===== config.mk =====
export PLATFORM = sky130hd
export DESIGN_NAME = spatz_tcdm_bank_responder
export DESIGN_NICKNAME = d
export VERILOG_FILES = /design/src/rtl/spatz_tcdm_bank_responder.sv
export SDC_FILE = /design/constraint.sdc
export NUM_CORES = 1
export LEC_CHECK = 0
export ABC_AREA = 1
export CAP_MARGIN = 20
export CORE_MARGIN = 3
export CORE_UTILIZATION = 45
export DETAILED_ROUTE_END_ITERATION = 10
export PLACE_DENSITY = 0.81
export SLEW_MARGIN = 20
export SYNTH_ARGS = -nofsm -noshare
export SYNTH_HDL_FRONTEND = slang
export SYNTH_SLANG_ARGS = --single-unit

===== constraint.sdc =====
create_clock -name clk_i -period 8.35 [get_ports clk_i]
set_input_delay 1.67 -clock clk_i [delete_from_list [all_inputs] [get_ports clk_i]]
set_output_delay 1.67 -clock clk_i [all_outputs]
set_load 0.03 [all_outputs]

===== src/rtl/spatz_tcdm_bank_responder.sv =====
// TCDM bank responder: drives a 1-cycle single-port SRAM and executes AMO/LR/SC in-bank.
// Ports: q_* request side, p_* fixed 1-cycle response, sram_* macro interface.
module spatz_tcdm_bank_responder #(
    parameter int unsigned AddrWidth  = 10,
    parameter int unsigned DataWidth  = 32,
    parameter int unsigned UserWidth  = 1,
    parameter bit          AmoSupport = 1'b1
) (
    input  logic                   clk_i,
    input  logic                   rst_ni,
    input  logic                   q_valid_i,
    output logic                   q_ready_o,
    input  logic [AddrWidth-1:0]   q_addr_i,
    input  logic                   q_write_i,
    input  logic [3:0]             q_amo_i,
    input  logic [DataWidth-1:0]   q_data_i,
    input  logic [DataWidth/8-1:0] q_strb_i,
    input  logic [UserWidth-1:0]   q_user_i,
    output logic [DataWidth-1:0]   p_data_o,
    output logic [UserWidth-1:0]   p_user_o,
    output logic                   p_valid_o,
    output logic                   sram_req_o,
    output logic                   sram_we_o,
    output logic [AddrWidth-1:0]   sram_addr_o,
    output logic [DataWidth-1:0]   sram_wdata_o,
    output logic [DataWidth/8-1:0] sram_be_o,
    input  logic [DataWidth-1:0]   sram_rdata_i
);

    localparam logic [3:0] AmoNone = 4'd0;
    localparam logic [3:0] AmoSwap = 4'd1;
    localparam logic [3:0] AmoAdd  = 4'd2;
    localparam logic [3:0] AmoAnd  = 4'd3;
    localparam logic [3:0] AmoOr   = 4'd4;
    localparam logic [3:0] AmoXor  = 4'd5;
    localparam logic [3:0] AmoMax  = 4'd6;
    localparam logic [3:0] AmoMaxu = 4'd7;
    localparam logic [3:0] AmoMin  = 4'd8;
    localparam logic [3:0] AmoMinu = 4'd9;
    localparam logic [3:0] AmoLr   = 4'd10;
    localparam logic [3:0] AmoSc   = 4'd11;

    typedef enum logic {IDLE, AMO_WB} state_e;

    state_e               state_q;
    logic [3:0]           amo_q;
    logic [AddrWidth-1:0] addr_q;
    logic [DataWidth-1:0] operand_q;
    logic                 res_valid_q;
    logic [AddrWidth-1:0] res_addr_q;
    logic                 sc_resp_q;
    logic                 sc_fail_q;

    logic [3:0]           amo_op;
    logic                 is_rmw;
    logic                 is_lr;
    logic                 is_sc;
    logic                 is_plain;
    logic                 accept;
    logic                 sc_ok;
    logic [DataWidth-1:0] amo_result;

    assign amo_op   = AmoSupport ? q_amo_i : AmoNone;
    assign is_rmw   = (amo_op >= AmoSwap) && (amo_op <= AmoMinu);
    assign is_lr    = (amo_op == AmoLr);
    assign is_sc    = (amo_op == AmoSc);
    assign is_plain = !(is_rmw || is_lr || is_sc);

    // Gated by reset so the SRAM sees no access while reset is held.
    assign q_ready_o = rst_ni && (state_q == IDLE);
    assign accept    = q_valid_i && q_ready_o;
    assign sc_ok     = res_valid_q && (res_addr_q == q_addr_i);

    always_comb begin
        amo_result = sram_rdata_i;
        unique case (amo_q)
            AmoSwap: amo_result = operand_q;
            AmoAdd:  amo_result = sram_rdata_i + operand_q;
            AmoAnd:  amo_result = sram_rdata_i & operand_q;
            AmoOr:   amo_result = sram_rdata_i | operand_q;
            AmoXor:  amo_result = sram_rdata_i ^ operand_q;
            AmoMax:  amo_result = ($signed(sram_rdata_i) > $signed(operand_q))
                                  ? sram_rdata_i : operand_q;
            AmoMaxu: amo_result = (sram_rdata_i > operand_q) ? sram_rdata_i : operand_q;
            AmoMin:  amo_result = ($signed(sram_rdata_i) < $signed(operand_q))
                                  ? sram_rdata_i : operand_q;
            AmoMinu: amo_result = (sram_rdata_i < operand_q) ? sram_rdata_i : operand_q;
            default: amo_result = sram_rdata_i;
        endcase
    end

    always_comb begin
        sram_req_o   = 1'b0;
        sram_we_o    = 1'b0;
        sram_addr_o  = '0;
        sram_wdata_o = '0;
        sram_be_o    = '0;
        if (state_q == AMO_WB) begin
            // Old value arrives now; write back op(old, operand).
            sram_req_o   = 1'b1;
            sram_we_o    = 1'b1;
            sram_addr_o  = addr_q;
            sram_wdata_o = amo_result;
            sram_be_o    = '1;
        end else if (accept) begin
            sram_req_o  = 1'b1;
            sram_addr_o = q_addr_i;
            if (is_plain && q_write_i) begin
                sram_we_o    = 1'b1;
                sram_wdata_o = q_data_i;
                sram_be_o    = q_strb_i;
            end else if (is_sc && sc_ok) begin
                sram_we_o    = 1'b1;
                sram_wdata_o = q_data_i;
                sram_be_o    = '1;
            end
        end
    end

    // Writes return sram_rdata_i as don't-care data; SC returns its status.
    assign p_data_o = !p_valid_o ? '0 :
                      sc_resp_q  ? {{(DataWidth-1){1'b0}}, sc_fail_q} :
                                   sram_rdata_i;

    always_ff @(posedge clk_i or negedge rst_ni) begin
        if (!rst_ni) begin
            state_q     <= IDLE;
            amo_q       <= AmoNone;
            addr_q      <= '0;
            operand_q   <= '0;
            res_valid_q <= 1'b0;
            res_addr_q  <= '0;
            sc_resp_q   <= 1'b0;
            sc_fail_q   <= 1'b0;
            p_valid_o   <= 1'b0;
            p_user_o    <= '0;
        end else begin
            p_valid_o <= accept;
            sc_resp_q <= accept && is_sc;
            sc_fail_q <= !sc_ok;
            if (accept) begin
                p_user_o <= q_user_i;
            end
            unique case (state_q)
                IDLE: begin
                    if (accept) begin
                        if (is_rmw) begin
                            state_q   <= AMO_WB;
                            amo_q     <= amo_op;
                            addr_q    <= q_addr_i;
                            operand_q <= q_data_i;
                        end
                        if (is_lr) begin
                            res_valid_q <= 1'b1;
                            res_addr_q  <= q_addr_i;
                        end else if (is_sc) begin
                            res_valid_q <= 1'b0;
                        end else if (is_plain && q_write_i &&
                                     (q_addr_i == res_addr_q)) begin
                            res_valid_q <= 1'b0;
                        end
                    end
                end
                AMO_WB: begin
                    state_q <= IDLE;
                    if (addr_q == res_addr_q) begin
                        res_valid_q <= 1'b0;
                    end
                end
                default: state_q <= IDLE;
            endcase
        end
    end

endmodule

=== Word-level counts from Yosys, hierarchy flattened ===
Index checks and enable logic that the tools add are counted.

* Bits in registers: 62
* Input port bits: 87
* Output and inout port bits: 83
* Word-level logic and storage cells: 85

* $add $sub $neg: 1
* $lt $le $gt $ge: 6
* Eq/ne operators: 17
* Multiplexer cells: 32
* Bitwise operators: 4
* Reduce and logical (&&, ||, !) cells: 15

{| class="wikitable"
|+ Operators by type and width
! kind !! count
|-
| 32-bit two-way mux || 10
|-
| 32-bit case mux with 9 select lines || 1
|-
| 32-bit > comparator || 2
|-
| 32-bit < comparator || 2
|-
| 32-bit adder || 1
|-
| 32-bit AND || 1
|-
| 32-bit OR || 1
|-
| 32-bit XOR || 1
|-
| 10-bit equality test || 3
|-
| 10-bit two-way mux || 2
|-
| 4-bit by 3-bit equality test with 1-bit output (second input constant) || 4
|-
| 4-bit equality test (second input constant) || 4
|-
| 4-bit two-way mux || 4
|-
| 1-bit two-way mux || 13
|-
| 3-bit AND reduction || 3
|-
| 4-bit by 2-bit equality test with 1-bit output (second input constant) || 2
|-
| 1-bit logical AND || 8
|-
| 4-bit by 1-bit equality test with 1-bit output (second input constant) || 1
|-
| 4-bit by 1-bit >= comparator with 1-bit output (second input constant) || 1
|-
| 4-bit less-or-equal comparator (second input constant) || 1
|-
| 4-bit by 3-bit inequality test with 1-bit output (second input constant) || 1
|-
| 1-bit case mux with 2 select lines || 2
|-
| 1-bit logical NOT || 2
|-
| 1-bit logical OR || 2
|-
| 3 further kinds || 3
|}

=== Logic depth before layout (Yosys ltp) ===
Gate-level depths: netlist of run 1.

* Depth after elaboration: 12
* Depth in mapped cells: 22
* Gate-level depth less buffers: 21

=== Least setup slack after synthesis of run 1 ===
No wires, ideal clock.

* Path kind: input to output
* From: input sram_rdata_i[29]
* To: output sram_wdata_o[13]
* Arrival: 3809 ps
* Required time: 6680 ps
* Path slack: 2871 ps
* Cell stages on the path: 16
* Cells stage by stage: inv_1 > ha_1 > inv_1 > nand3_1 > nor2_1 > and3_1 > nand2_1 > nand2_2 > nand2_1 > nand2_1 > buf_1 > nand2_1 > nand3_1 > nand3_1 > o21ai_0 > nand2_1

* Word-level cells in the longest chain between the ends: 4

{| class="wikitable"
|+ Ends and longest elaborated chain
! what !! RTL line !! source
|-
| start, declared || 27 || <nowiki>input logic [DataWidth-1:0] sram_rdata_i</nowiki>
|-
| 32-bit < comparator (tied with other cells) || 87 || <nowiki>AmoMinu: amo_result = (sram_rdata_i < operand_q) ? sram_rdata_i : operand_q;</nowiki>
|-
| 32-bit two-way mux, on equally long branches || n/a ||
|-
| 32-bit case mux with 9 select lines * || 76 || <nowiki>unique case (amo_q)</nowiki>
|-
| 32-bit two-way mux * || 98 || <nowiki>if (state_q == AMO_WB) begin</nowiki>
|-
| end, declared || 25 || <nowiki>output logic [DataWidth-1:0] sram_wdata_o,</nowiki>
|}

Mark *: on every way between the ends. The rest lies on a longest branch, timed or not.

=== Worst setup path in the final report of run 1 ===
* From: input sram_rdata_i[29]
* To: output sram_wdata_o[15]

The elaborated chain is that of the path after synthesis.

==> summary.txt, run 1 <==
Final layout
  • Layout cells sized above 1: 0.0305
  • Nets: slightly above 2,000
  • Ant. Diodes: 0
  • Area growth syn-to-layout: 22.1%
  • Fin cells: 2,175

GRT
  • First-pass GRT wire length: 63,800 µm
  • Largest net degree at the start of global routing: 81
  • Initial antenna violation count: 0
  • Total global routing overflow: 0
  • Vias in the first global route: 11,900
  • GRT Overall Usage: 0.327

Drt
  • ANT nets after route: 0
  • Vias post-DR: 12,800
  • DRT iter0 DRCs: ~1,400
  • Drt pass-1 iters: 8
  • Final WL: 40,800 µm
  • DR WL/cell: 18.7 µm
  • DRC: 0
  • Vias per inst: slightly below 6

Critical path
  • Slowest CP cell: clkdlybuf4s50_1
  • CP Capture Type: output pin
  • Critical Path Fanout Max: 41
  • WP data arrival: 6.22 ns
  • WS Path Type: in2out
  • Startpoint Class: input pin
  • Crit path cell chain: clkdlybuf4s50_1, inv_1, ha_1, inv_1, nand3_1, nor2_1, and3_1, nand2_1, nand2_2, buf_4, buf_4, nand3_1, nand2_1, nor2_1, nor2_1, nand3_1, o21ai_0, nand2_1, clkdlybuf4s50_1
  • Critical Path RT: 6.68 ns
  • Buffers and inverters on the worst path: 6
  • Max stage delay on crit path: about 0.6 ns
  • Crit-path leading delay family: buffers and inverters

Power
  • Peak supply drop: roughly 0.11 mV
  • Leakage Power: 5.87 nW
  • Power Density: 199 nW/µm²

Yosys
  • Synthesized flop and latch total: just over 60
  • Synthesized cell area: roughly 10,000 µm²
  • Post-synth EDFFs: 0
  • Syn Area/Cell: 5.63 µm²
  • Synthesized instance count: 1,780
  • FFs w/ async S/R, synth: 1.00
  • Synth area leaders: nand2_1 (20%), dfrtp_1 (15%), nand3_1 (13%)
  • Synth top cells by count: nand2_1 (521), nand3_1 (259), inv_1 (196)
  • Ys Warns: 0
  • Post-synth net total: 1,964
  • Share of the synthesized area in the top cell type: 0.195
  • Post-synth cell types: 43
  • Seq/Total Area, Yosys: 0.155
  • Cell accounting for the most synthesized area: nand2_1
  • Primary FF master, synth: dfrtp_1
  • Most numerous cell in the Yosys netlist: nand2_1

Floorplanning
  • Rows: between 50 and 60
  • Die Y: approximately 160 µm
  • IO Pins: 170
  • Die X: 155 µm
  • Initial core utilization: 0.468
  • Area of the core: 21,400 µm²
  • Die area: around 24,000 µm²

Place
  • Post-DP HPWL: between 20,000 and 30,000 µm
  • Placed cell count: ~2,200
  • Routability Congestion: 0.972
  • IO Port Bufs: roughly 170

STA
  • Layout Skew: between 0.01 and 0.015 ns
  • Max Fclk: between 100 and 150 MHz
  • Max-slew violations: 0
  • RSZ-0062 raised after global routing: false
  • Tcrit/Tclk final: 0.945
  • Period minus WS final: ~8 ns
  • Max_slew headroom: 0.302
  • Setup-failing EPs final: 0
  • Setup_tns: 0 ns
  • Final Hold Violating Endpoints: 0
  • Slew @ Worst Pin: 1.04 ns

CTS
  • Total CTS buffers: 9
  • Root Buffer: clkbuf_16
  • TritonCTS Sinks: 62
  • H-tree depth reported by CTS: 3
  • Later-pin clock latency in the skew report: 0.35 ns
  • Clk slew on worst S/H paths: 0.06 ns
  • Hold Buf Count CTS: 0
  • Postcts setup bufs: 0
  • CTS tree: done
  • # resized after CTS: 0
  • Clock Path Buffers: 2

Hold path
  • Hold Crit Class: reg2reg

Job
  • Max Cap Viol: 0

Status
  • Status: completed
-- logic make-up (layout without fill, tap and decap cells) --
logic type,after synthesis,after routing,synth area share
buffers and inverters,287,407,0.111
adder cells (fa/ha/maj),97,97,0.122
AO/OA/AOI/OAI,316,316,0.178
multiplexers,1,1,0.000999
AND/OR/NAND/NOR,1011,1011,0.428
XOR/XNOR,6,6,0.00525
flip-flops,62,62,0.155
-- layer usage --
| metal | part of all wire | vias to the layer above | wire [µm] | track usage |
|---|---|---|---|---|
| met5 | 0 | - | 0 | 0 |
| met4 | 0.026 | 0 | 1050 | 0.101 |
| met3 | 0.11 | 94 | 4450 | 0.0626 |
| met2 | 0.44 | 755 | 17900 | 0.516 |
| met1 | 0.43 | 5850 | 17400 | 0.455 |
| li1 | - | 6129 | - | - |
-- final cells by class --
type                            instances  area (µm²)
Sequential cell                        62        1550
Clock buffer                            9         225
Timing Repair Buffer                  192        1900
Tap cell                              275         344
Inverter                              199         747
Fill cell                            2126        9180
Multi-Input combinational cell       1431        7390
Clock inverter                          7        81.3
-- placed cells by master (no fill, tap or decap), types with 8 or more instances in the layout --
master,count
a21oi_1,95
a221oi_1,16
buf_4,20
clkbuf_16,9
clkdlybuf4s50_1,168
dfrtp_1,62
ha_1,96
inv_1,196
nand2_1,519
nand3_1,259
nand4_1,12
nor2_1,143
nor3_1,47
nor4_1,8
o21ai_0,137
o22ai_1,24
-- worst register-to-register path, stage by stage (launching register included) --
cell and delay (ns):
dfrtp_1 0.60, nor2_1 0.31, nand2_1 0.48, nor2_4 0.39
buf_4 0.68, inv_1 0.20, nand2_1 0.09, o21ai_0 0.08
-- registers in the layout, summed over array words and instances (netlist names) --
name / count
res_valid_q: 1
state_q: 1
p_valid_o: 1
operand_q: 32
amo_q: 4
p_user_o: 1
addr_q: 10
sc_resp_q: 1
res_addr_q: 10
sc_fail_q: 1
-- power breakdown --
part | internal [W] | switching, W | total (W)
Clock | 0.000236 | 0.000186 | 0.000421
Sequential | 0.000358 | 0.0000608 | 0.000419
Combinational | 0.000525 | 0.00107 | 0.00159
-- stage by stage --
stage / cell area [µm²] / util / power [W] / worst slack (ns) / hold WS, ns
floorplan: 10000 / - / 0.00147 / 2.87 / 0.452
global placement: 11900 / 0.557 / 0.00194 / 0.628 / 0.468
detailed placement: 11900 / 0.557 / 0.00197 / 0.538 / 0.469
CTS: 12200 / 0.571 / 0.00239 / 0.504 / 0.492
global route: 12200 / 0.571 / 0.00261 / 0.117 / 0.506
finish: 12200 / 0.571 / 0.00243 / 0.459 / 0.493
-- worst paths after layout --
| check | from | slack, ns | to | depth (start not counted) |
|---|---|---|---|---|
| setup / recovery | sram_rdata_i[29] | 0.46 | sram_wdata_o[15] | 19 |
| hold / removal | p_user_o | 0.49 | p_user_o | 2 |
| setup reg to reg | state_q | 5.40 | addr_q[6] | 7 |
| hold reg to reg | p_user_o | 0.49 | p_user_o | 2 |
| max in group asynchronous | rst_ni | 5.93 | addr_q[9] | 3 |
| min in group asynchronous | rst_ni | 1.51 | operand_q[14] | 2 |
Note: power is estimated with default switching activity, not from simulation.
==> run 2, diff against run 1 <==
Settings changed: REMOVE_ABC_BUFFERS set to 1, SLEW_MARGIN 20 to not set.
==> run 2 against run 1 <==
Clock skew decreased by 0.0033 ns. Design area hardly changed. Sequential power about the same. Fmax rose by 0.65%. Global-route usage grew 0.95 points. Cell count hardly changed. Combinational power about the same. Non-clock buffer count fell by 1. Setup slack improved by 0.051 ns. Largest power group unchanged.
==> summary.txt, run 2 (synthesis gave the netlist of run 1 again) <==
Status
  • Status: completed

Final layout
  • Sequential cell area: 1550 µm²
  • Biggest register: operand_q
  • Fillers: 2,216
  • Top Registers: operand_q x32, addr_q x10, res_addr_q x10
  • Area growth syn-to-layout: 22.0%
  • Nets: between 2,000 and 2,500
  • Commonest non-fill, non-tap cell in the layout: nand2_1
  • Fin cells: 2,174
  • Finished Cell Area: 12,200 µm²
  • Ant. Diodes: 0
  • Max reg flops: 32
  • Most frequent cells in the layout: nand2_1 (519), nand3_1 (259), inv_1 (196)
  • Layout cells sized above 1: 0.0305
  • Multi-input logic area: between 7000 and 8000 µm²

Drt
  • Final WL: 41,900 µm
  • DR WL/cell: 19.3 µm
  • DRT iter0 DRCs: 1,401
  • Drt pass-1 iters: 5
  • Vias per inst: 5.98
  • DRC: 0
  • Vias post-DR: 13,000
  • ANT nets after route: 0

CTS
  • TritonCTS Sinks: 62
  • Root Buffer: clkbuf_16
  • H-tree depth reported by CTS: 3
  • CTS tree: done
  • Later-pin clock latency in the skew report: 0.36 ns
  • Postcts setup bufs: 0
  • # resized after CTS: 0
  • Hold Buf Count CTS: 0
  • Total CTS buffers: 9
  • Clock Path Buffers: 2
  • Clk slew on worst S/H paths: around 0.07 ns

GRT
  • Total global routing overflow: 0
  • Vias in the first global route: around 12,000
  • GRT Overall Usage: 0.337
  • Initial antenna violation count: 0
  • First-pass GRT wire length: 65,600 µm
  • Largest net degree at the start of global routing: 69

STA
  • Max_slew headroom: 0.240
  • Period minus WS final: 7.84 ns
  • Max Fclk: 128 MHz
  • Layout Skew: 0.00924 ns
  • Max-slew violations: 0
  • Tcrit/Tclk final: 0.939
  • Setup-failing EPs final: 0
  • Setup_tns: 0 ns
  • RSZ-0062 raised after global routing: false
  • Slew @ Worst Pin: 1.14 ns
  • Hold Slack: approximately 0.48 ns
  • Final Hold Violating Endpoints: 0

Floorplanning
  • Die Y: 155 µm
  • Initial core utilization: 0.468
  • Rows: 53
  • Area of the core: 21,400 µm²
  • Die X: roughly 160 µm
  • IO Pins: 170
  • Die area: 24,100 µm²

Critical path
  • Reg2Reg Depth: 8
  • Critical Path RT: approximately 6.7 ns
  • Critical Path Fanout Max: 68
  • WS Path Type: in2out
  • Startpoint Class: input pin
  • CP Capture Type: output pin
  • WP data arrival: ~6.2 ns

Power
  • Leakage Power: 5.87 nW
  • Peak supply drop: 0.158 mV
  • Total power: 0.00246 W
  • Power Density: ~200 nW/µm²

Place
  • Placed cell area: 11,900 µm²
  • Post-DP HPWL: approximately 30,000 µm
  • Placed cell count: 2,158
  • IO Port Bufs: approximately 170
  • Routability Congestion: 1.02

Job
  • Max Cap Viol: 0

Hold path
  • Hold Crit Class: reg2reg
  • Worst Hold Path Cells: 2
[run 2: changes by cell type in the layout (fill, tap and decap cells not counted)]
cell | previous run | this run
inv_6 | 2 | 3
bufinv_16 | 1 | 2
nor2_1 | 143 | 142
clkinvlp_4 | 1 | 0
buf_4 | 20 | 21
nor3_4 | 1 | 0
nor2_4 | 1 | 2
clkinv_4 | 3 | 2
buf_12 | 3 | 1
nor3_2 | 0 | 1
[run 2: layer usage]
metal	vias to the layer above	global-route usage	routed length (µm)
met5	-	0	0
met4	0	0.135	1680
met3	136	0.0562	4120
met2	798	0.539	18500
met1	5946	0.452	17600
li1	6111	-	-
[run 2: final cells by class]
class | instances | area share
clock buffers | 9 | 0.0184
clock inverters | 7 | 0.00849
inverters | 199 | 0.0611
multi-input cells | 1431 | 0.604
flip-flops and latches | 62 | 0.127
repair buffers | 191 | 0.152
well taps | 275 | 0.0281
[run 2: where the power goes]
group | leakage, nW | switching (W) | internal [W]
registers | 0.771 | 0.0000631 | 0.000358
clock network | 0.161 | 0.000189 | 0.000267
logic | 4.93 | 0.00108 | 0.000512
[run 2: metrics by stage]
step	utilization	setup slack, ns
2_1_floorplan	-	1.48
3_3_place_gp	0.555	0.783
3_5_place_dp	0.555	0.630
4_1_cts	0.571	0.610
5_1_grt	0.571	0.197
6_report	0.571	0.510
[run 2: final timing paths]
kind	from	end	slack (ns)
setup / recovery	sram_rdata_i[31]	sram_wdata_o[23]	0.51
hold / removal	res_valid_q	res_valid_q	0.48
setup reg to reg	state_q	addr_q[9]	5.55
hold reg to reg	res_valid_q	res_valid_q	0.48
max in group asynchronous	rst_ni	p_valid_o	5.94
min in group asynchronous	rst_ni	operand_q[15]	1.33
[run 2: critical path: stages]
cell and delay, ns:
clkdlybuf4s50_1 0.64, inv_1 0.15, ha_1 0.38, nor2_1 0.15, nand3_1 0.12, nor2_1 0.24
and3_1 0.25, nand2_1 0.24, nand2_2 0.17, buf_4 0.63, nand2_1 0.26, inv_1 0.22
nand2_1 0.08, nand3_1 0.07, nor2_1 0.05, nand3_1 0.08, nand2_1 0.05, nand2_1 0.05
clkdlybuf4s50_1 0.66
